<file path="config.mk">
export PLATFORM = sky130hd
export DESIGN_NAME = spi_sram_burst_ctrl
export DESIGN_NICKNAME = d
export VERILOG_FILES = /design/src/rtl/spi_mem_pkg.sv /design/src/rtl/spi_sclk_timer.sv /design/src/rtl/spi_sram_burst_ctrl.sv
export SDC_FILE = /design/constraint.sdc
export NUM_CORES = 1
export LEC_CHECK = 0
export ABC_AREA = 1
export BUFFER_PORTS_ARGS = -buffer_cell sky130_fd_sc_hd__buf_2
export CELL_PAD_IN_SITES_DETAIL_PLACEMENT = 1
export CELL_PAD_IN_SITES_GLOBAL_PLACEMENT = 2
export CORE_MARGIN = 3
export CORE_UTILIZATION = 35
export DETAILED_ROUTE_END_ITERATION = 16
export GPL_ROUTABILITY_DRIVEN = 0
export PLACE_DENSITY = 0.88
export SYNTH_ARGS = -nofsm -noshare
export SYNTH_HDL_FRONTEND = slang
export SYNTH_SLANG_ARGS = --single-unit
</file>
<file path="constraint.sdc">
create_clock -name clk -period 5.29 [get_ports clk]
set_clock_uncertainty 0.1 [all_clocks]
set_input_delay 0.2645 -clock clk [delete_from_list [all_inputs] [get_ports clk]]
set_output_delay 0.2645 -clock clk [all_outputs]
set_load 0.03 [all_outputs]
</file>
<file path="src/rtl/spi_mem_pkg.sv">
// Shared types and constants for the SPI SRAM burst controller.
// Holds the FSM state encoding, SPI opcodes and the parameter legality check.
package spi_mem_pkg;

  typedef enum logic [1:0] {
    IDLE   = 2'd0,
    SHIFT  = 2'd1,
    FINISH = 2'd2,
    GUARD  = 2'd3
  } state_e;

  localparam logic [7:0] SPI_OP_READ  = 8'h03;
  localparam logic [7:0] SPI_OP_WRITE = 8'h02;

  function automatic bit params_legal(input int addr_w, input int data_w, input int clk_div);
    bit aw_ok;
    bit dw_ok;
    aw_ok = (addr_w == 16) || (addr_w == 24);
    dw_ok = (data_w == 8) || (data_w == 16) || (data_w == 24) || (data_w == 32);
    return aw_ok && dw_ok && (clk_div >= 1);
  endfunction

endpackage

</file>
<file path="src/rtl/spi_sclk_timer.sv">
// SCLK half-period timer: counts CLK_DIV cycles per half-period and emits
// per-bit phase strobes. Held cleared whenever en is low.
module spi_sclk_timer #(
  parameter int CLK_DIV = 1
) (
  input  logic clk,
  input  logic reset,
  input  logic en,
  output logic sclk_phase,
  output logic bit_start,
  output logic sample,
  output logic bit_end,
  output logic half_end
);

  localparam int CW = (CLK_DIV > 1) ? $clog2(CLK_DIV) : 1;
  localparam logic [CW-1:0] LAST = CW'(CLK_DIV - 1);

  logic [CW-1:0] cnt;
  logic          phase;

  always_ff @(posedge clk) begin
    if (reset || !en) begin
      cnt   <= '0;
      phase <= 1'b0;
    end else if (cnt == LAST) begin
      cnt   <= '0;
      phase <= ~phase;
    end else begin
      cnt <= cnt + CW'(1);
    end
  end

  // phase 0 is the sclk-low half of a bit, phase 1 the sclk-high half
  assign sclk_phase = phase;
  assign half_end   = en && (cnt == LAST);
  assign bit_start  = en && !phase && (cnt == '0);
  assign sample     = en &&  phase && (cnt == '0);
  assign bit_end    = en &&  phase && (cnt == LAST);

endmodule

</file>
<file path="src/rtl/spi_sram_burst_ctrl.sv">
// CPU-word to SPI SRAM bridge: one frame per request (opcode, address, data
// bytes little-endian), mode 0, with a chip-select guard gap between frames.
module spi_sram_burst_ctrl
  import spi_mem_pkg::*;
#(
  parameter int ADDR_W  = 16,
  parameter int DATA_W  = 16,
  parameter int CLK_DIV = 1
) (
  input  logic              clk,
  input  logic              reset,
  input  logic              mem_req,
  input  logic              mem_we,
  input  logic [ADDR_W-1:0] mem_addr,
  input  logic [DATA_W-1:0] mem_wdata,
  output logic [DATA_W-1:0] mem_rdata,
  output logic              mem_ready,
  output logic              spi_cs_n,
  output logic              spi_sclk,
  output logic              spi_mosi,
  input  logic              spi_miso
);

  localparam int NBITS    = 8 + ADDR_W + DATA_W;
  localparam int CNT_W    = $clog2(NBITS + 1);
  localparam int HDR_BITS = 8 + ADDR_W;
  localparam int NBYTES   = DATA_W / 8;

  generate
    if (!params_legal(ADDR_W, DATA_W, CLK_DIV)) begin : g_bad_params
      $error("spi_sram_burst_ctrl: illegal ADDR_W/DATA_W/CLK_DIV combination");
    end
  endgenerate

  // Byte k of the word goes on the wire k-th; the mapping is its own inverse.
  function automatic logic [DATA_W-1:0] wire_order(input logic [DATA_W-1:0] d);
    logic [DATA_W-1:0] r;
    r = '0;
    for (int k = 0; k < NBYTES; k++) r[DATA_W-1-8*k -: 8] = d[8*k +: 8];
    return r;
  endfunction

  state_e             state, state_nxt;
  logic [NBITS-1:0]   shreg;
  logic [CNT_W-1:0]   bit_cnt;
  logic               req_we;
  logic [DATA_W-1:0]  rd_sh;

  logic sclk_phase, bit_start, sample, bit_end, half_end;
  logic in_shift, accept, timer_en, last_bit, data_bit, take_miso;
  logic [DATA_W-1:0] rd_next, rd_fill;
  logic [NBITS-1:0]  frame;

  assign in_shift  = (state == SHIFT);
  assign accept    = (state == IDLE) && mem_req;
  assign timer_en  = in_shift || (state == GUARD);
  assign last_bit  = in_shift && bit_end && (bit_cnt == CNT_W'(NBITS));
  // bit_cnt is the 1-based index of the bit on the wire
  assign data_bit  = bit_cnt > CNT_W'(HDR_BITS);
  assign take_miso = in_shift && sample && data_bit;
  assign rd_next   = {rd_sh[DATA_W-2:0], spi_miso};
  assign rd_fill   = take_miso ? rd_next : rd_sh;
  assign frame     = {(mem_we ? SPI_OP_WRITE : SPI_OP_READ), mem_addr,
                      (mem_we ? wire_order(mem_wdata) : {DATA_W{1'b0}})};

  spi_sclk_timer #(.CLK_DIV(CLK_DIV)) u_timer (
    .clk        (clk),
    .reset      (reset),
    .en         (timer_en),
    .sclk_phase (sclk_phase),
    .bit_start  (bit_start),
    .sample     (sample),
    .bit_end    (bit_end),
    .half_end   (half_end)
  );

  always_ff @(posedge clk) begin
    if (reset) state <= IDLE;
    else       state <= state_nxt;
  end

  always_comb begin
    state_nxt = state;
    unique case (state)
      IDLE:    if (mem_req)  state_nxt = SHIFT;
      SHIFT:   if (last_bit) state_nxt = FINISH;
      FINISH:                state_nxt = GUARD;
      GUARD:   if (half_end) state_nxt = IDLE;
      default:               state_nxt = IDLE;
    endcase
  end

  always_comb begin
    spi_cs_n  = 1'b1;
    spi_sclk  = 1'b0;
    spi_mosi  = 1'b0;
    mem_ready = 1'b0;
    case (state)
      SHIFT: begin
        spi_cs_n = 1'b0;
        spi_sclk = sclk_phase;
        spi_mosi = shreg[NBITS-1];
      end
      FINISH:  mem_ready = 1'b1;
      default: ;
    endcase
  end

  always_ff @(posedge clk) begin
    if (reset) begin
      shreg     <= '0;
      bit_cnt   <= '0;
      req_we    <= 1'b0;
      rd_sh     <= '0;
      mem_rdata <= '0;
    end else if (accept) begin
      shreg   <= frame;
      bit_cnt <= '0;
      req_we  <= mem_we;
    end else if (in_shift) begin
      if (bit_start) bit_cnt <= bit_cnt + CNT_W'(1);
      // shifting at the end of a bit keeps MOSI stable for the whole next bit
      if (bit_end)   shreg   <= {shreg[NBITS-2:0], 1'b0};
      if (take_miso) rd_sh   <= rd_next;
      if (last_bit && !req_we) mem_rdata <= wire_order(rd_fill);
    end
  end

endmodule

</file>
==> metrics.md, run 1 <==
| Metric | Value |
|---|---|
| Count of antenna-violating nets left after detailed routing | 0 |
| Diode insertion count for antenna repair | 0 |
| Total number of nets in the final design | 616 |
| Layout Area Growth over Synthesis | 14.1% |
| Total power divided by cell area | 437 mW/mm2 |
| Leakage power total | 2.01 nW |
| Min Tclk post-route | 3370 ps |
| Router iterations before antenna repair | 4 |
| Clock buffer count from CTS | 9 |
| RSZ-0062 raised after global routing | false |
| Synthesized area per cell | 7.42 um2 |
| Initial standard-cell utilization of the core | 36.2% |
| Top-Level Pins | 57 |
| Final setup margin | 1920 ps |
| Total GRT Usage | 15.8% |
| Multi-input gate area | 0.00183 mm2 |
| Root Buffer Master | clkbuf_16 |
| Wire length per cell | 13.3 um |
| #FFs+latches synth | 83 |
| Cell with the most instances on the worst path | inv_1 |
| Fraction of final layout cells sized beyond drive strength 1 | 16.5% |
| Placed Cells incl. Taps | 700 |
| Result of the run | finished, final reports clean |
| Layout Utilization | 41.2% |
| Share of the synthesized area in the top cell type | 42.0% |
| Initial drt markers | 134 |
| Total number of placement rows | 38 |
| CTS sink count | 83 |
| H-tree lvl count | 3 |
| Clock latency on the worst-skew pair | 340 ps |
| Number of global-route vias before repair | 3726 |
| Maximum root-to-sink buffer count | 2 |
| Number of nets in the synthesized netlist | 578 |
| Crit-path max FO | 31 |
| Clock share of power | 31.8% |
| Type of the tightest min-delay check | in -> reg |
| Overall die width | 112 um |
| Final count of negative-setup-slack endpoints | 0 |
| Slew HR | 20.7% |
| Fin. max-slew vios | 0 |
| Hpwl dp | 6.42 mm |
| Vias post-DR | 3538 |
| Post-route fraction of the period consumed by the critical path | 63.7% |
| Total negative setup slack | 0 ps |
| Commonest cells in the synthesized netlist | nand2_1 (124), dfxtp_1 (83), inv_1 (67) |
| Critical Path End Type | flip-flop |
| Number of distinct library cell variants in the gate-level netlist after synthesis | 33 |
| Signal arrival time at the worst endpoint | 3480 ps |
| Setup slack at placement | 1850 ps |
| Setup crit start kind | flip-flop |
| Die outline height | 112 um |
| Resized Gates After CTS | 0 |
| Clock tree from TritonCTS | built |
| Final non-filler cell total | 716 |
| Cell type with the highest aggregate area in the netlist | dfxtp_1 |
| Number of hold buffers added after cts | 0 |
| Cell type of the slowest stage on the worst timing path | nor2_4 |
| Power share of the combinational group | 26.1% |
| Switching part of the total | 33.9% |
| F_max | 0.297 GHz |
| Cell breakdown of the critical path | inv_1 > ha_1 > nand2_1 > inv_1 > nor2_4 > inv_2 > o21ai_0 > a21oi_1 |
| Cell area after synthesis | 0.00395 mm2 |
| Most frequently used flop master after synthesis | dfxtp_1 |
| Share of flip-flops with an asynchronous set or reset after synthesis | 0% |
| Synthesized netlist cell count | 533 |
| First-pass GRT wire length | 16.5 mm |
| Number of hold-slack violations in the final timing report | 0 |
| Internal power | 1.30 mW |
| # Post-CTS Setup Buffers | 0 |
| Storage element area | 0.00166 mm2 |
| Post-synthesis sequential area ratio | 42.0% |
| Number of I/O port buffers | 56 |
| Required time of the worst setup path | 5400 ps |
| Peak per-stage delay on the critical path | 620 ps |
| Most numerous cell in the Yosys netlist | nand2_1 |
| Clock-pin slew of the registers on the worst-case setup and hold paths | 60 ps |
| Final Routed Wirelength | 9.50 mm |
| Worst Setup Path Type | reg -> reg |
| Number of flops mapped to enable cells by yosys | 0 |
| Pin slew with the least headroom to its limit | 1190 ps |
| Post-route DRC | 0 |
| Initial antenna violation count | 0 |
| Filler instances | 1384 |
| YS warnings | 0 |
| Max-capacitance violation count | 0 |
| Core outline area | 0.0109 mm2 |
| Relative contribution of sequential cells to total power | 42.0% |
| Maximum number of pins on one net before global-route repair | 59 |
| Overall overflow remaining after global route | 0 |
| Via-to-Cell Ratio | 4.94 |
| Net load switching power | 0.668 mW |
| Top cells by area in the synthesized netlist | dfxtp_1 (42%), nand2_1 (12%), nand3_1 (6.5%) |
| Full die area | 0.0126 mm2 |
| Max rail drop VDD | 0.216 mV |
-- sequential cells by signal, indices dropped and copies added, names as in the netlist --
signal and cells:
u_timer.cnt 1, state 2, bit_cnt 6, mem_rdata 16
u_timer.sclk_phase 1, shreg 40, rd_sh 16, req_we 1
-- critical path: cells and delay by family (launching register included) --
kind                       cells  cell delay [ps]
buffers and inverters          3             1010
adders and majority gates      1              230
DFF                            1              400
and+or+nand+nor                2             1160
AOI/OAI and AO/OA              2              330
-- metrics by stage --
step           hold WS (ps)  total power [mW]  instance area (um2)
2_1_floorplan           303              1.25                 3950
3_3_place_gp            347              1.33                 4220
3_5_place_dp            357              1.36                 4220
4_1_cts                57.9              2.00                 4510
5_1_grt                66.3              2.13                 4510
6_report               68.6              1.97                 4510
-- final timing paths --
check | from | end | slack, ps | depth (start not counted)
setup / recovery | state[0] | shreg[7] | 1920 | 8
hold / removal | mem_wdata[8] | shreg[0] | 70 | 3
setup reg to reg | state[0] | shreg[7] | 1920 | 8
hold reg to reg | shreg[33] | shreg[33] | 360 | 2
-- cells in the final DEF (no fill, tap or decap), types with 2 or more instances in the layout --
| cell type | count |
|---|---|
| a21oi_1 | 47 |
| a22oi_1 | 16 |
| a31oi_1 | 16 |
| buf_2 | 56 |
| clkbuf_16 | 9 |
| clkinv_2 | 3 |
| dfxtp_1 | 83 |
| ha_1 | 8 |
| inv_1 | 67 |
| inv_2 | 3 |
| nand2_1 | 124 |
| nand3_1 | 51 |
| nand3_2 | 10 |
| nand3_4 | 2 |
| nor2_1 | 42 |
| nor2_4 | 2 |
| nor2_8 | 2 |
| o21ai_0 | 19 |
| xor2_1 | 2 |
-- cell families after synthesis --
| family | synth area share [%] |
|---|---|
| simple gates | 28.4 |
| compound gates | 14.7 |
| buf+inv | 11.7 |
| flops | 42.0 |
| fa+ha+maj | 2.53 |
| xor+xnor | 0.443 |
| other cells | 0.0948 |
-- cell type report --
class                           count  area share, %
Clock buffer                       11           5.38
Clock inverter                      5           1.17
Inverter                           70           5.83
Multi-Input combinational cell    350           40.5
Sequential cell                    83           36.8
Tap cell                          140           3.88
Timing Repair Buffer               57           6.38
-- power by group through the flow --
| stage | Sequential [mW] | Clock [mW] | Combinational (mW) |
|---|---|---|---|
| 2_1_floorplan | 0.819 | 0 | 0.430 |
| 3_3_place_gp | 0.836 | 0 | 0.494 |
| 3_5_place_dp | 0.841 | 0 | 0.523 |
| 4_1_cts | 0.830 | 0.644 | 0.527 |
| 5_1_grt | 0.847 | 0.672 | 0.607 |
| 6_report | 0.829 | 0.628 | 0.516 |
-- layer usage --
layer	vias to the layer above	part of all wire, %	GRT usage (%)
li1	1794	-	-
met5	-	0	0
met1	1683	45	17.8
met2	50	50	29.4
met4	0	1.4	4.81
met3	11	3.6	3.67
(Power assumes the default switching activity.)
==> run 2: changes to the inputs <==
CORE_UTILIZATION = 32   (was 35)
PLACE_DENSITY = 0.82   (was 0.88)
clock period = 3.1 ns   (was 5.29 ns; I/O delays follow)
==> run 2 against run 1 <==
Routed wire length is 4.7% higher. Register-to-register slack worse by 1400 ps. Clock power is 110% higher.
==> metrics.md, run 2 (synthesis results as in run 1) <==
| Metric | Value |
|---|---|
| Worst Setup Path Type | reg -> reg |
| Reg with most FFs | shreg |
| Final non-filler cell total | 771 |
| Cell type of the slowest stage on the worst timing path | nor2_4 |
| Filler instances | 1461 |
| Total number of placement rows | 39 |
| Router iterations before antenna repair | 4 |
| Maximum number of pins on one net before global-route repair | 59 |
| Clock-pin slew of the registers on the worst-case setup and hold paths | 60 ps |
| Hold Path Depth | 3 |
| Overall die width | 117 um |
| Post-route fraction of the period consumed by the critical path | 83.7% |
| Vias post-DR | 3634 |
| Cell depth of the worst flop-to-flop path | 8 |
| Capture point of the worst reg-to-reg path | shreg[13] |
| Root Buffer Master | clkbuf_16 |
| Initial drt markers | 132 |
| Total number of nets in the final design | 647 |
| Setup crit start kind | flip-flop |
| Placed Cells incl. Taps | 727 |
| CTS sink count | 83 |
| Resized Gates After CTS | 0 |
| RSZ-0062 raised after global routing | false |
| Min Tclk post-route | 2590 ps |
| Result of the run | finished, final reports clean |
| Start of the worst register-to-register path | state[0] |
| Total GRT Usage | 15.6% |
| Slack of the worst reg-to-reg path | 510 ps |
| Required time of the worst setup path | 3220 ps |
| Initial standard-cell utilization of the core | 33.6% |
| Layout Area Growth over Synthesis | 24.6% |
| Maximum root-to-sink buffer count | 2 |
| Commonest non-fill, non-tap cell in the layout | nand2_1 |
| Final Routed Wirelength | 9.94 mm |
| Slew HR | 56.8% |
| Number of global-route vias before repair | 3656 |
| First-pass GRT wire length | 16.9 mm |
| H-tree lvl count | 3 |
| Count of antenna-violating nets left after detailed routing | 0 |
| Diode insertion count for antenna repair | 0 |
| Max-capacitance violation count | 0 |
| Number of hold-slack violations in the final timing report | 0 |
| Overall overflow remaining after global route | 0 |
| Fraction of final layout cells sized beyond drive strength 1 | 16.1% |
| Die outline height | 117 um |
| Total power divided by cell area | 749 mW/mm2 |
| Clock tree from TritonCTS | built |
| Final count of negative-setup-slack endpoints | 0 |
| Total negative setup slack | 0 ps |
| Fin. max-slew vios | 0 |
| Pin slew with the least headroom to its limit | 646 ps |
| Cell with the most instances on the worst path | inv_1 |
| Hold wc startpoint | mem_wdata[7] |
| Type of the tightest min-delay check | in -> reg |
| Peak per-stage delay on the critical path | 570 ps |
| Full die area | 0.0137 mm2 |
| Crit-path max FO | 31 |
| Signal arrival time at the worst endpoint | 2710 ps |
| Largest registers | shreg (40), mem_rdata (16), rd_sh (16) |
| Post-route DRC | 0 |
| Min-Delay Endpoint | shreg[15] |
| Max rail drop VDD | 0.327 mV |
| Clock latency on the worst-skew pair | 350 ps |
| F_max | 0.385 GHz |
| Critical Path End Type | flip-flop |
| Cell breakdown of the critical path | inv_1 > ha_1 > nand2_1 > inv_1 > nor2_4 > inv_2 > o21ai_0 > a21oi_1 |
| Clock buffer count from CTS | 9 |
| Hpwl dp | 6.53 mm |
| Initial antenna violation count | 0 |
| Highest-count cells in the layout ignoring fill and taps | nand2_1 (124), dfxtp_1 (83), inv_1 (67) |
| Core outline area | 0.0118 mm2 |
| Wire length per cell | 12.9 um |
| Number of I/O port buffers | 56 |
| Via-to-Cell Ratio | 4.71 |
| Leakage power total | 2.18 nW |
| Number of flip-flops under the largest register name | 40 |
| Top-Level Pins | 57 |
[run 2: repair_timing]
action	CTS	global route
hold buffers	28	0
hold endpoints to repair	28	0
setup buffers	0	0
[run 2: routing by layer]
| metal | global-route usage (%) | vias to the layer above | wire length (um) |
|---|---|---|---|
| met2 | 27.6 | 45 | 5140 |
| li1 | - | 1853 | - |
| met3 | 3.86 | 11 | 258 |
| met4 | 5.96 | 0 | 146 |
| met1 | 18.1 | 1725 | 4400 |
| met5 | 0 | - | 0 |
[run 2: layout make-up]
cell class | count | area (um2) | area share, %
Clock buffer | 12 | 256 | 5.21
Clock inverter | 4 | 120 | 2.44
Inverter | 70 | 263 | 5.34
Multi-Input combinational cell | 350 | 1830 | 37.1
Sequential cell | 83 | 1660 | 33.7
Tap cell | 164 | 205 | 4.17
Timing Repair Buffer | 88 | 591 | 12.0
[run 2: power by group]
| group | switching [mW] | internal, mW |
|---|---|---|
| combinational | 0.586 | 0.337 |
| sequential | 0.136 | 1.28 |
| clock | 0.436 | 0.913 |
[run 2: worst max-delay path: cells and delay by family, from the launching register on]
family | cells | cell delay [ps]
AO/OA/AOI/OAI | 2 | 370
buffers and inverters | 3 | 680
adder cells (fa/ha/maj) | 1 | 220
AND/OR/NAND/NOR | 2 | 650
flip-flops | 1 | 420
[run 2: how the worst max path moves through the flow]
| stage | startpoint | endpoint | cells past startpoint | slack (ps) |
|---|---|---|---|---|
| 2_1_floorplan | state[1] | mem_rdata[5] | 10 | 1360 |
| 3_3_place_gp | state[0] | shreg[14] | 8 | 710 |
| 3_5_place_dp | state[0] | shreg[13] | 8 | 540 |
| 4_1_cts | state[0] | shreg[13] | 8 | 510 |
| 5_1_grt | state[0] | shreg[3] | 8 | 210 |
| 6_report | state[0] | shreg[13] | 8 | 510 |
[run 2: stage by stage]
step           setup WS, ps  power (mW)  hold WS (ps)  cell area [um2]  util, %
5_1_grt                 213        3.94          12.5             4920     41.9
6_report                506        3.69          6.03             4920     41.9
4_1_cts                 512        3.75         0.385             4920     41.9
2_1_floorplan          1360        2.13           193             3950        -
3_5_place_dp            540        2.34           318             4270     36.3
3_3_place_gp            710        2.29           309             4270     36.3
==> run 3: changes to the inputs <==
CORE_UTILIZATION = 29   (was 32)
PLACE_DENSITY = 0.79   (was 0.82)
clock period = 2.2 ns   (was 3.1 ns; I/O delays follow)
==> run 3 against run 2 <==
Sequential power grew 41%. Non-clock buffer count up 13. Largest power group unchanged. Final cell count grew 3.1%. Highest routed layer unchanged. Sequential share of layout area fell by 0.32 points. Via count increased by 0.80%. Maximum frequency increased by 30%. First-iteration DRC count grew 1.5%. Routed wire length increased by 1.0%. Critical path depth is 2 higher. Critical endpoint is now mem_rdata[5]. Setup slack lost 310 ps.
==> metrics.md, run 3 (synthesis results as in run 1) <==
| Metric | Value |
|---|---|
| Number of flip-flops under the largest register name | 40 |
| RSZ-0062 raised after global routing | false |
| Initial antenna violation count | 0 |
| Total GRT Usage | 14.3% |
| Top cell family by delay on the critical path | simple AND/OR/NAND/NOR gates |
| Number of stages on the worst setup path | 10 |
| Post-route DRC | 0 |
| Required time of the worst setup path | 2350 ps |
| Initial drt markers | 134 |
| Reg with most FFs | shreg |
| Largest registers | shreg (40), mem_rdata (16), rd_sh (16) |
| Type of the tightest min-delay check | in -> reg |
| Leakage power total | 2.19 nW |
| Cell breakdown of the critical path | inv_1 > ha_1 > nand2_2 > nor2_8 > nand3_4 > nor2_8 > buf_4 > nand3_2 > nand2_1 > inv_1 |
| Pin slew with the least headroom to its limit | 519 ps |
| Diode insertion count for antenna repair | 0 |
| Final Routed Wirelength | 10.0 mm |
| Total number of nets in the final design | 660 |
| Final count of negative-setup-slack endpoints | 0 |
| Router iterations before antenna repair | 4 |
| Final non-filler cell total | 795 |
| Clock-pin slew of the registers on the worst-case setup and hold paths | 60 ps |
| Total number of placement rows | 42 |
| Slack of the worst reg-to-reg path | 200 ps |
| Via-to-Cell Ratio | 4.61 |
| Hpwl dp | 6.65 mm |
| Critical Path End Type | flip-flop |
| Total power divided by cell area | 957 mW/mm2 |
| CTS sink count | 83 |
| Setup crit start kind | flip-flop |
| Crit path buffers/inverters | 3 |
| Post-layout power | 4.76 mW |
| Maximum root-to-sink buffer count | 2 |
| Number of hold-slack violations in the final timing report | 0 |
| Max rail drop VDD | 0.485 mV |
| Count of antenna-violating nets left after detailed routing | 0 |
| Peak per-stage delay on the critical path | 340 ps |
| Wire length per cell | 12.6 um |
| Die outline height | 123 um |
| Initial standard-cell utilization of the core | 29.7% |
| First-pass GRT wire length | 17.2 mm |
| Clock buffer count from CTS | 9 |
| Max-capacitance violation count | 0 |
| Min-Delay Endpoint | mem_rdata[8] |
| Hold Path Depth | 5 |
| Clock tree from TritonCTS | built |
| Full die area | 0.0151 mm2 |
| Layout Utilization | 37.4% |
| Number of I/O port buffers | 56 |
| Post-route fraction of the period consumed by the critical path | 91.0% |
| Overall overflow remaining after global route | 0 |
| F_max | 0.499 GHz |
| Layout Area Growth over Synthesis | 25.8% |
| Overall die width | 123 um |
| Commonest non-fill, non-tap cell in the layout | nand2_1 |
| Core outline area | 0.0133 mm2 |
| Result of the run | finished, final reports clean |
| Start of the worst register-to-register path | state[1] |
| Final setup margin | 198 ps |
| Top-Level Pins | 57 |
| Crit-path max FO | 11 |
| Root Buffer Master | clkbuf_16 |
| Hold wc startpoint | spi_miso |
| Placed Cells incl. Taps | 744 |
| Clock latency on the worst-skew pair | 340 ps |
| Worst Setup Path Type | reg -> reg |
| Vias post-DR | 3663 |
| Highest-count cells in the layout ignoring fill and taps | nand2_1 (124), dfxtp_1 (83), inv_1 (66) |
| Min Tclk post-route | 2000 ps |
| H-tree lvl count | 3 |
| Maximum number of pins on one net before global-route repair | 33 |
| Signal arrival time at the worst endpoint | 2150 ps |
| Total negative setup slack | 0 ps |
| Fin. max-slew vios | 0 |
| Slew HR | 65.3% |
| Cell type of the slowest stage on the worst timing path | dfxtp_1 |
| Capture point of the worst reg-to-reg path | mem_rdata[5] |
| Fraction of final layout cells sized beyond drive strength 1 | 17.1% |
| Cell depth of the worst flop-to-flop path | 10 |
| Number of global-route vias before repair | 3778 |
| Setup slack at placement | 162 ps |
-- run 3: worst max-delay path by stage --
stage	startpoint	end	slack (ps)
5_1_grt	state[1]	rd_sh[1]	0.3
6_report	state[1]	mem_rdata[5]	200
4_1_cts	state[1]	mem_rdata[15]	150
3_3_place_gp	state[1]	mem_rdata[3]	240
2_1_floorplan	state[1]	mem_rdata[5]	460
3_5_place_dp	state[1]	mem_rdata[15]	160
-- run 3: through the flow --
stage | hold slack, ps | area [um2]
2_1_floorplan | 148 | 3950
3_5_place_dp | 255 | 4320
6_report | 41.3 | 4970
4_1_cts | 43.1 | 4930
3_3_place_gp | 249 | 4320
5_1_grt | 60.8 | 4970
-- run 3: area by class of cell --
type	count	area [um2]
clock buffer	13	270
clock inverter	2	10.0
tap	176	220
timing repair buffer	101	713
fill	1647	8320
inverter	70	269
multi-input combinational	350	1830
sequential	83	1660
-- run 3: power breakdown --
| group | leakage (nW) | internal [mW] | switching, mW | total, mW |
|---|---|---|---|---|
| Combinational | 1.37 | 0.493 | 0.836 | 1.33 |
| Clock | 0.141 | 0.848 | 0.591 | 1.44 |
| Sequential | 0.678 | 1.80 | 0.191 | 1.99 |
-- run 3: routing by layer --
| layer | part of all wire [%] | vias to the layer above | global-route usage [%] |
|---|---|---|---|
| met1 | 46 | 1714 | 16.2 |
| met2 | 49 | 56 | 25.5 |
| li1 | - | 1879 | - |
| met3 | 3.3 | 14 | 3.32 |
| met5 | 0 | - | 0 |
| met4 | 1.8 | 0 | 6.09 |
-- run 3: worst register-to-register path, delay by kind of cell (launching register included) --
kind	cells	cell delay, ps
adder cells (fa/ha/maj)	1	260
AND/OR/NAND/NOR	6	870
flip-flops	1	340
buffers and inverters	3	330
-- run 3: repair_timing --
| action | CTS | global route |
|---|---|---|
| hold buffers | 33 | 0 |
| hold endpoints to repair | 33 | 0 |
| resized for setup | 0 | 3 |
| buffers inserted | 0 | 3 |
| setup endpoints to repair | 0 | 20 |
